File: src/rtl/muldiv_ctrl_if.sv
`default_nettype none
// ============================================================================
// Module      : muldiv_ctrl_if
// Description : Request, response and M-unit bus of the mul/div issue
//               controller.
// Revision    : 1.0 - initial release
// ============================================================================
interface muldiv_ctrl_if #(
  parameter int XLEN = 32
) ();
  logic            i_valid;
  logic            o_ready;
  logic [6:0]      i_opcode;
  logic [6:0]      i_funct7;
  logic [2:0]      i_funct3;
  logic [XLEN-1:0] i_rs1;
  logic [XLEN-1:0] i_rs2;
  logic [4:0]      i_rd;
  logic            i_flush;
  logic [XLEN-1:0] o_unit_in1;
  logic [XLEN-1:0] o_unit_in2;
  logic [6:0]      o_unit_opcode;
  logic [6:0]      o_unit_funct7;
  logic [2:0]      o_unit_funct3;
  logic [XLEN-1:0] i_unit_result;
  logic            o_valid;
  logic            i_ready;
  logic [XLEN-1:0] o_result;
  logic [4:0]      o_rd;
  logic            o_busy;

  // Execute stage, downstream consumer and M-unit side.
  modport master (
    output i_valid, i_opcode, i_funct7, i_funct3, i_rs1, i_rs2, i_rd, i_flush,
    output i_unit_result, i_ready,
    input  o_ready, o_unit_in1, o_unit_in2, o_unit_opcode, o_unit_funct7,
    input  o_unit_funct3, o_valid, o_result, o_rd, o_busy
  );

  // Controller side.
  modport slave (
    input  i_valid, i_opcode, i_funct7, i_funct3, i_rs1, i_rs2, i_rd, i_flush,
    input  i_unit_result, i_ready,
    output o_ready, o_unit_in1, o_unit_in2, o_unit_opcode, o_unit_funct7,
    output o_unit_funct3, o_valid, o_result, o_rd, o_busy
  );
endinterface
`default_nettype wire

File: src/rtl/muldiv_ctrl.sv
`default_nettype none
// ============================================================================
// Module      : muldiv_ctrl
// Description : Multi-cycle issue controller for a combinational M-extension
//               unit, with in-block RISC-V divide special cases.
// Revision    : 1.0 - initial release
// ============================================================================
module muldiv_ctrl #(
  parameter int XLEN       = 32,
  parameter int MUL_CYCLES = 2,
  parameter int DIV_CYCLES = 8
) (
  input  wire logic     i_clk,
  input  wire logic     i_rst_n,
  muldiv_ctrl_if.slave  bus
);

  localparam int MAX_CYCLES = (MUL_CYCLES > DIV_CYCLES) ? MUL_CYCLES : DIV_CYCLES;
  localparam int CNT_W      = (MAX_CYCLES > 1) ? $clog2(MAX_CYCLES) : 1;

  localparam logic [CNT_W-1:0] c_MUL_LOAD = CNT_W'(MUL_CYCLES - 1);
  localparam logic [CNT_W-1:0] c_DIV_LOAD = CNT_W'(DIV_CYCLES - 1);
  localparam logic [XLEN-1:0]  c_INT_MIN  = {1'b1, {(XLEN-1){1'b0}}};
  localparam logic [XLEN-1:0]  c_ONES     = {XLEN{1'b1}};

  localparam logic [1:0] c_IDLE = 2'd0;
  localparam logic [1:0] c_WAIT = 2'd1;
  localparam logic [1:0] c_DONE = 2'd2;

  logic [1:0]      r_state;
  logic [1:0]      w_next_state;
  logic [CNT_W-1:0] r_cnt;
  logic            r_bypass_vld;
  logic [XLEN-1:0] r_bypass_val;
  logic [4:0]      r_rd;
  logic [XLEN-1:0] r_unit_in1;
  logic [XLEN-1:0] r_unit_in2;
  logic [6:0]      r_unit_opcode;
  logic [6:0]      r_unit_funct7;
  logic [2:0]      r_unit_funct3;
  logic            r_valid;
  logic [XLEN-1:0] r_result;
  logic [4:0]      r_out_rd;

  logic            w_ready;
  logic            w_is_m;
  logic            w_accept;
  logic            w_div_zero;
  logic            w_overflow;
  logic            w_special;
  logic [XLEN-1:0] w_bypass_val;

  assign w_is_m   = (bus.i_opcode == 7'b0110011) && (bus.i_funct7 == 7'b0000001);
  assign w_accept = bus.i_valid && w_ready && w_is_m && !bus.i_flush;

  // funct3[2] selects divide, funct3[1] remainder, funct3[0] unsigned.
  assign w_div_zero = bus.i_funct3[2] && (bus.i_rs2 == '0);
  assign w_overflow = bus.i_funct3[2] && !bus.i_funct3[0] &&
                      (bus.i_rs1 == c_INT_MIN) && (bus.i_rs2 == c_ONES);
  assign w_special  = w_div_zero || w_overflow;

  always_comb begin
    w_bypass_val = '0;
    if (w_div_zero)
      w_bypass_val = bus.i_funct3[1] ? bus.i_rs1 : c_ONES;
    else if (w_overflow)
      w_bypass_val = bus.i_funct3[1] ? '0 : c_INT_MIN;
  end

  always_ff @(posedge i_clk or negedge i_rst_n) begin
    if (!i_rst_n) r_state <= c_IDLE;
    else          r_state <= w_next_state;
  end

  always_comb begin
    w_next_state = r_state;
    if (bus.i_flush) begin
      w_next_state = c_IDLE;
    end else begin
      case (r_state)
        c_IDLE:  if (w_accept) w_next_state = c_WAIT;
        c_WAIT:  if (r_cnt == '0) w_next_state = c_DONE;
        c_DONE: begin
          if (w_accept)         w_next_state = c_WAIT;
          else if (bus.i_ready) w_next_state = c_IDLE;
        end
        default: w_next_state = c_IDLE;
      endcase
    end
  end

  always_comb begin
    w_ready    = (r_state == c_IDLE) || ((r_state == c_DONE) && bus.i_ready);
    bus.o_busy = (r_state != c_IDLE);
  end
  assign bus.o_ready = w_ready;

  always_ff @(posedge i_clk or negedge i_rst_n) begin
    if (!i_rst_n) begin
      r_cnt         <= '0;
      r_bypass_vld  <= 1'b0;
      r_bypass_val  <= '0;
      r_rd          <= '0;
      r_unit_in1    <= '0;
      r_unit_in2    <= '0;
      r_unit_opcode <= '0;
      r_unit_funct7 <= '0;
      r_unit_funct3 <= '0;
      r_valid       <= 1'b0;
      r_result      <= '0;
      r_out_rd      <= '0;
    end else if (bus.i_flush) begin
      r_valid       <= 1'b0;
      r_unit_opcode <= '0;
      r_cnt         <= '0;
      r_bypass_vld  <= 1'b0;
    end else begin
      if ((r_state == c_DONE) && bus.i_ready)
        r_valid <= 1'b0;
      if (r_state == c_WAIT) begin
        if (r_cnt == '0) begin
          r_result      <= r_bypass_vld ? r_bypass_val : bus.i_unit_result;
          r_out_rd      <= r_rd;
          r_valid       <= 1'b1;
          r_unit_opcode <= '0;
          r_bypass_vld  <= 1'b0;
        end else begin
          r_cnt <= r_cnt - 1'b1;
        end
      end
      // Accept only happens in IDLE/DONE, so it never races the capture above.
      if (w_accept) begin
        r_unit_in1    <= bus.i_rs1;
        r_unit_in2    <= bus.i_rs2;
        r_unit_opcode <= bus.i_opcode;
        r_unit_funct7 <= bus.i_funct7;
        r_unit_funct3 <= bus.i_funct3;
        r_rd          <= bus.i_rd;
        r_bypass_vld  <= w_special;
        r_bypass_val  <= w_bypass_val;
        r_cnt         <= w_special ? '0 : (bus.i_funct3[2] ? c_DIV_LOAD : c_MUL_LOAD);
      end
    end
  end

  assign bus.o_unit_in1    = r_unit_in1;
  assign bus.o_unit_in2    = r_unit_in2;
  assign bus.o_unit_opcode = r_unit_opcode;
  assign bus.o_unit_funct7 = r_unit_funct7;
  assign bus.o_unit_funct3 = r_unit_funct3;
  assign bus.o_valid       = r_valid;
  assign bus.o_result      = r_result;
  assign bus.o_rd          = r_out_rd;

endmodule
`default_nettype wire

File: src/flat_wrapper.sv
// flat-port wrapper written by rule: the top's interface ports become plain ports
module muldiv_ctrl_flat 
#(
  parameter int XLEN       = 32,
  parameter int MUL_CYCLES = 2,
  parameter int DIV_CYCLES = 8
)
  (i_clk, i_rst_n, bus_i_valid, bus_i_opcode, bus_i_funct7, bus_i_funct3, bus_i_rs1, bus_i_rs2, bus_i_rd, bus_i_flush, bus_i_unit_result, bus_i_ready, bus_o_ready, bus_o_unit_in1, bus_o_unit_in2, bus_o_unit_opcode, bus_o_unit_funct7, bus_o_unit_funct3, bus_o_valid, bus_o_result, bus_o_rd, bus_o_busy);
  muldiv_ctrl_if #(.XLEN(XLEN)) bus_i ();
  input  wire logic i_clk;
  input  wire logic i_rst_n;
  input wire logic [$bits(bus_i.i_valid)-1:0] bus_i_valid;
  input wire logic [$bits(bus_i.i_opcode)-1:0] bus_i_opcode;
  input wire logic [$bits(bus_i.i_funct7)-1:0] bus_i_funct7;
  input wire logic [$bits(bus_i.i_funct3)-1:0] bus_i_funct3;
  input wire logic [$bits(bus_i.i_rs1)-1:0] bus_i_rs1;
  input wire logic [$bits(bus_i.i_rs2)-1:0] bus_i_rs2;
  input wire logic [$bits(bus_i.i_rd)-1:0] bus_i_rd;
  input wire logic [$bits(bus_i.i_flush)-1:0] bus_i_flush;
  input wire logic [$bits(bus_i.i_unit_result)-1:0] bus_i_unit_result;
  input wire logic [$bits(bus_i.i_ready)-1:0] bus_i_ready;
  output wire logic [$bits(bus_i.o_ready)-1:0] bus_o_ready;
  output wire logic [$bits(bus_i.o_unit_in1)-1:0] bus_o_unit_in1;
  output wire logic [$bits(bus_i.o_unit_in2)-1:0] bus_o_unit_in2;
  output wire logic [$bits(bus_i.o_unit_opcode)-1:0] bus_o_unit_opcode;
  output wire logic [$bits(bus_i.o_unit_funct7)-1:0] bus_o_unit_funct7;
  output wire logic [$bits(bus_i.o_unit_funct3)-1:0] bus_o_unit_funct3;
  output wire logic [$bits(bus_i.o_valid)-1:0] bus_o_valid;
  output wire logic [$bits(bus_i.o_result)-1:0] bus_o_result;
  output wire logic [$bits(bus_i.o_rd)-1:0] bus_o_rd;
  output wire logic [$bits(bus_i.o_busy)-1:0] bus_o_busy;
  assign bus_i.i_valid = bus_i_valid;
  assign bus_i.i_opcode = bus_i_opcode;
  assign bus_i.i_funct7 = bus_i_funct7;
  assign bus_i.i_funct3 = bus_i_funct3;
  assign bus_i.i_rs1 = bus_i_rs1;
  assign bus_i.i_rs2 = bus_i_rs2;
  assign bus_i.i_rd = bus_i_rd;
  assign bus_i.i_flush = bus_i_flush;
  assign bus_i.i_unit_result = bus_i_unit_result;
  assign bus_i.i_ready = bus_i_ready;
  assign bus_o_ready = bus_i.o_ready;
  assign bus_o_unit_in1 = bus_i.o_unit_in1;
  assign bus_o_unit_in2 = bus_i.o_unit_in2;
  assign bus_o_unit_opcode = bus_i.o_unit_opcode;
  assign bus_o_unit_funct7 = bus_i.o_unit_funct7;
  assign bus_o_unit_funct3 = bus_i.o_unit_funct3;
  assign bus_o_valid = bus_i.o_valid;
  assign bus_o_result = bus_i.o_result;
  assign bus_o_rd = bus_i.o_rd;
  assign bus_o_busy = bus_i.o_busy;
  muldiv_ctrl #(.XLEN(XLEN), .MUL_CYCLES(MUL_CYCLES), .DIV_CYCLES(DIV_CYCLES)) u_core (.i_clk(i_clk), .i_rst_n(i_rst_n), .bus(bus_i));
endmodule
File: config.mk
export PLATFORM = sky130hd
export DESIGN_NAME = muldiv_ctrl_flat
export DESIGN_NICKNAME = d
export VERILOG_FILES = /design/src/rtl/muldiv_ctrl_if.sv /design/src/rtl/muldiv_ctrl.sv /design/src/flat_wrapper.sv
export SDC_FILE = /design/constraint.sdc
export NUM_CORES = 1
export LEC_CHECK = 0
export ABC_AREA = 0
export BUFFER_PORTS_ARGS = -buffer_cell sky130_fd_sc_hd__buf_2
export CORE_ASPECT_RATIO = 0.8
export CORE_MARGIN = 3
export CORE_UTILIZATION = 39
export DETAILED_ROUTE_END_ITERATION = 8
export PLACE_DENSITY = 0.68
export SLEW_MARGIN = 40
export SYNTH_ARGS = -nofsm -noshare
export SYNTH_HDL_FRONTEND = slang
export SYNTH_SLANG_ARGS = --single-unit
File: constraint.sdc
create_clock -name i_clk -period 1.7 [get_ports i_clk]
set_clock_uncertainty 0.1 [all_clocks]
set_input_delay 0 -clock i_clk [delete_from_list [all_inputs] [get_ports i_clk]]
set_output_delay 0 -clock i_clk [all_outputs]
set_load 0.02 [all_outputs]
== Yosys cells after proc, flatten, opt, wreduce, memory -nomap -nowiden ==
Index checks and enable logic that the tools add are counted.
Operators by class
  $add $sub $neg: 1
  equality and inequality tests: 10
  muxes and demuxes: 29
  bitwise gates (word level): 1
  reduce and logical (&&, ||, !) cells: 24
Operator list (count)
  $mux W32: 5
  $eq A32 B32 Y1 const B: 2
  $logic_not A32 Y1: 1
  $mux W7: 4
  $mux W3: 6
  $mux W2: 5
  $logic_and A1 B1 Y1: 9
  $ne A3 B2 Y1 const B: 3
  $mux W1: 8
  $eq A7 B1 Y1 const B: 1
  $eq A7 B6 Y1 const B: 1
  $pmux W2 S3: 1
  $reduce_and A2 Y1: 3
  $reduce_and A3 Y1: 2
  $reduce_bool A3 Y1: 2
  $ne A4 B3 Y1 const B: 1
  $logic_not A3 Y1: 1
  $sub A3 B1 Y3 const B: 1
  $eq A2 B1 Y1 const B: 1
  $eq A2 B2 Y1 const B: 1
  $logic_not A1 Y1: 2
  $logic_not A2 Y1: 1
  $logic_or A1 B1 Y1: 2
  $reduce_bool A2 Y1: 1
  $not A1 Y1: 1
Storage, ports and cells
  bits in registers: 162
  input port bits: 123
  output and inout port bits: 121
  word-level logic and storage cells: 78

== Logic depth before layout (Yosys ltp) ==
  depth in word-level cells: 9
  mapped depth: 8
  gate-level depth less buffers: 7

== Worst setup path before layout ==
No wires, ideal clock.
  path type: register to register
  start: reg u_core.r_state[1]
  end: reg u_core.r_bypass_val[24]
  setup time: 0.132 ns
  arrival time: 1.582 ns
  required time: 1.468 ns
  slack: -0.114 ns
  cell stages (with the launch flop): 7
  buffers on the path: 2
  clock period less this slack: 1.814 ns
  cell sequence: dfrtp_1 > a21oi_1 > nand4_1 > buf_2 > buf_2 > nand2_1 > o21ai_1
Between the ends
  cells in the longest elaborated chain, start to end: 7
  elaborated cells on any way between the ends: 8
  those cells by class: eq/ne: 1; reduce/logical: 7
Ends and longest elaborated chain
  from (decl): line muldiv_ctrl.sv:30  | logic [1:0] r_state;
  from (signal assigned): line muldiv_ctrl.sv:71  | if (!i_rst_n) r_state <= c_IDLE;
  from (signal assigned): line muldiv_ctrl.sv:72  | else r_state <= w_next_state;
  $eq A2 B2 Y1: line muldiv_ctrl.sv:93  | w_ready = (r_state == c_IDLE) || ((r_state == c_DONE) && bus.i_ready);
  $logic_and A1 B1 Y1: line muldiv_ctrl.sv:93
  $logic_or A1 B1 Y1 *: line muldiv_ctrl.sv:93
  net bus_o_ready: line flat_wrapper.sv:22  | output wire logic [$bits(bus_i.o_ready)-1:0] bus_o_ready;
  $logic_and A1 B1 Y1 * (3 in series): line muldiv_ctrl.sv:54  | assign w_accept = bus.i_valid && w_ready && w_is_m && !bus.i_flush;
  $reduce_and A2 Y1 (no source line) *
  to (signal assigned): line muldiv_ctrl.sv:140  | r_bypass_val <= w_bypass_val;
  to (decl): line muldiv_ctrl.sv:34  | logic [XLEN-1:0] r_bypass_val;
The timed path passes the listed nets; every way through them passes the cells marked *.
A chain may end at the register's enable or synchronous reset.

== Final worst setup path ==
  start: reg u_core.r_cnt[1]
  end: reg u_core.r_out_rd[1] (netlist: u_core.bus.o_rd[1])
Between the ends
  cells in the longest elaborated chain, start to end: 2
Ends and longest elaborated chain
  from (decl): line muldiv_ctrl.sv:32  | logic [CNT_W-1:0] r_cnt;
  from (signal assigned): line muldiv_ctrl.sv:128  | r_cnt <= r_cnt - 1'b1;
  from (signal assigned): line muldiv_ctrl.sv:141  | r_cnt <= w_special ? '0 : (bus.i_funct3[2] ? c_DIV_LOAD : c_MUL_LOAD);
  $logic_not A3 Y1: line muldiv_ctrl.sv:121  | if (r_cnt == '0) begin
  $reduce_and A3 Y1 (no source line)
  to (signal assigned): line muldiv_ctrl.sv:123  | r_out_rd <= r_rd;
  to (decl): line muldiv_ctrl.sv:43  | logic [4:0] r_out_rd;
No other way between the ends.

==> results.json <==
{
  "worstSetupEndpointType": "register",
  "dp.cells": 1165,
  "rows": 42,
  "layout-drive-gt1-share": 0.342,
  "synth_seq_cells": 162,
  "yosysUniqueCellTypes": 42,
  "clock_latency_ns": 0.43,
  "crit_chain": "inv_2 > ha_4 > nand3b_1 > nor2_4 > buf_12 > mux2_2",
  "synth_compound_area_frac": 0.0887,
  "pin_count": 244,
  "cp_data_arrival_time_ns": 1.94,
  "critPathMaxFanout": 8,
  "layout_common_cells": "252 x nand2_1, 235 x buf_2, 161 x dfrtp_1, 109 x dlygate4sd3_1, 34 x o21ai_0",
  "grt_pass1_vias": 6598,
  "synth_top_family_by_area": "simple AND/OR/NAND/NOR gates",
  "clkTransAtPathRegs_ns": 0.07,
  "gp_routability_congestion": 0.857,
  "antenna_left": 0,
  "cts_tree": "done",
  "combPwrFrac": 0.102,
  "num_antenna_cells": 0,
  "cts_made_buffers": 17,
  "fillers": 1370,
  "rsz0062_at_grt": "true",
  "period_share": 1.02,
  "clock_sinks": 162,
  "max_freq_mhz": 579,
  "cp-start-kind": "register",
  "place_hpwl_um": 15000,
  "switching_power_w": 0.00212,
  "clockBufferDepth": 2,
  "grt_max_degree": 113,
  "internal_power_w": 0.00675,
  "synth_ff_type": "dfrtp_1",
  "design_area_mm2": 0.0108,
  "syn-num-nets": 838,
  "routedWlPerCell_um": 18.7,
  "hold_class": "input pin to register",
  "min_period_ns": 1.73,
  "p_per_area_mw_per_mm2": 823,
  "cp_num_buf_inv": 2,
  "yosys_warnings": 0,
  "cp_top_family": "simple AND/OR/NAND/NOR gates",
  "setup_ws_ns": -0.0265,
  "drt_iter0_drc": 493,
  "grtUsageTotal": 0.234,
  "mostFrequentLayoutCell": "nand2_1",
  "dpl_cell_area_mm2": 0.00853,
  "outcome": "finished with violations",
  "p_seq_frac": 0.449,
  "maxCapViolCount": 0,
  "synth-xor-area-share": 0.00128,
  "start_util": 0.406,
  "r2r-start": "u_core.r_cnt[1]",
  "routed_via_density": 5.09,
  "syn_inst": 713,
  "synthSimpleGateAreaFrac": 0.223,
  "fin_util": 0.637,
  "firstDrtPassIters": 5,
  "overflow": 0,
  "grt_pass1_wl_um": 35500,
  "hp-start": "bus_i_opcode[3]",
  "cpMaxStageDelayCell": "dfrtp_1",
  "finalSetupViolCount": 12,
  "synth_fa_ha_area_frac": 0.00364,
  "synth-edff-count": 0,
  "worstPathRequired_ns": 1.92,
  "htreeDepth": 4,
  "crit_path_start": "u_core.r_cnt[1]",
  "violations": "negative setup slack",
  "critical-path-max-stage-delay_ns": 0.37,
  "p_total_w": 0.00887,
  "async_reset_ff_frac": 1.00,
  "area_growth_pct": 56.9,
  "die_area_mm2": 0.0193,
  "crit_type": "register to register",
  "chipWidth_um": 154,
  "drv_slew": 0,
  "die_h_um": 125,
  "syn_area_mm2": 0.00687,
  "totalWireLength_um": 24700,
  "cts_root_buf": "clkbuf_16",
  "ys_seq_area_frac": 0.590,
  "swShare": 0.239,
  "port_buffers": 243,
  "antenna_found_initial": 0,
  "tightest_slew_ns": 0.671,
  "reg2reg_slack_ns": -0.03,
  "via_count": 6723,
  "avgSynthCellArea_um2": 9.63,
  "core_mm2": 0.0169,
  "nNetsFinal": 1212,
  "drc": 0,
  "final_hold_viol_count": 0,
  "synth_mux_area_frac": 0.0548,
  "dpl_worst_slack_ns": -0.163,
  "p_leak_nw": 5.57,
  "finalNonFillerCells": 1320,
  "p_clk_frac": 0.449,
  "max-slew-margin-rel": 0.549,
  "peakVddDrop_v": 0.000517
}
==> area by class of cell <==
| cell class | instances | area, µm² | share of cell area |
|---|---|---|---|
| Timing Repair Buffer | 399 | 3000 | 0.278 |
| Sequential cell | 162 | 4060 | 0.376 |
| Tap cell | 220 | 275 | 0.0255 |
| Clock inverter | 13 | 158 | 0.0146 |
| Clock buffer | 19 | 453 | 0.0420 |
| Inverter | 4 | 15.0 | 0.00139 |
| Multi-Input combinational cell | 503 | 2820 | 0.262 |
==> stage by stage <==
step                      hold slack (ns)  setup TNS [ns]
after CTS                         0.00948               0
after global placement             -0.121           -1.51
after floorplan                    -0.396               0
final                               0.117          -0.124
after global routing                0.140           -6.63
after detailed placement           -0.126           -4.17
==> path summary, 6_finish.rpt <==
path                                              to  depth (start not counted)
max                               u_core.bus.o_rd[1]                          6
min                           u_core.r_bypass_val[3]                          5
max reg2reg                       u_core.bus.o_rd[1]                          6
min reg2reg                u_core.bus.o_unit_in1[20]                          2
max in group asynchronous         u_core.bus.o_valid                          4
min in group asynchronous  u_core.bus.o_unit_in1[13]                          3
==> power by group through the flow <==
stage / clock (W) / combinational (W) / sequential, W
3_3_place_gp: 0 / 0.000643 / 0.00403
3_5_place_dp: 0 / 0.000648 / 0.00404
2_1_floorplan: 0 / 0.000119 / 0.00412
6_report: 0.00398 / 0.000908 / 0.00398
5_1_grt: 0.00422 / 0.000978 / 0.00399
4_1_cts: 0.00405 / 0.000846 / 0.00396
==> routing by layer <==
metal | track usage | vias up | wire length, µm
met5 | 0 | - | 0
met4 | 0.0550 | 0 | 287
met3 | 0.0580 | 25 | 1850
met2 | 0.377 | 301 | 11700
met1 | 0.318 | 3278 | 10900
li1 | - | 3119 | -
==> logic make-up (layout without fill, tap and decap cells) <==
group | after synthesis | count (layout)
xor+xnor | 1 | 1
fa+ha+maj | 2 | 2
simple gates | 349 | 349
flops | 162 | 162
compound gates | 114 | 114
mux | 37 | 37
buf+inv | 48 | 435
==> cell usage after synthesis (all sizes together) (3+ instances only) <==
| cell | number | share of area |
|---|---|---|
| nand2 | 252 | 0.14 |
| dfrtp | 162 | 0.59 |
| o21ai | 66 | 0.048 |
| a21oi | 37 | 0.027 |
| nor2 | 35 | 0.019 |
| buf | 32 | 0.030 |
| mux2i | 32 | 0.047 |
| nor4 | 16 | 0.017 |
| clkbuf | 12 | 0.0066 |
| nand4 | 12 | 0.011 |
| and2 | 6 | 0.0055 |
| mux2 | 5 | 0.0082 |
| nor3 | 5 | 0.0044 |
| a21o | 4 | 0.0044 |
| and3 | 4 | 0.0036 |
| inv | 4 | 0.0022 |
| nand2b | 3 | 0.0027 |
| nand3 | 3 | 0.0022 |
| nand3b | 3 | 0.0033 |
==> what timing repair did <==
item | in CTS | in global routing
gates resized for setup | 1 | 72
hold endpoints to repair | 304 | 7
setup endpoints to repair | 5 | 78
pin swaps | 0 | 10
setup buffers | 0 | 9
hold buffers | 108 | 7
gates cloned | 0 | 7
==> state kept, by name (all words and copies together), names as in the netlist <==
signal and flops:
u_core.bus.o_unit_in1 32, u_core.r_cnt 3, u_core.bus.o_unit_funct7 7, u_core.r_bypass_vld 1, u_core.bus.o_result 32, u_core.bus.o_unit_opcode 7
u_core.bus.o_unit_funct3 3, u_core.bus.o_rd 5, u_core.r_bypass_val 32, u_core.bus.o_unit_in2 32, u_core.r_state 2, u_core.r_rd 5
u_core.bus.o_valid 1
==> worst min-delay path: cells and delay by family <==
kind	cells	cell delay, ns
buf+inv	2	0.33
simple gates	2	0.18
compound gates	1	0.09
(Power assumes the default switching activity.)
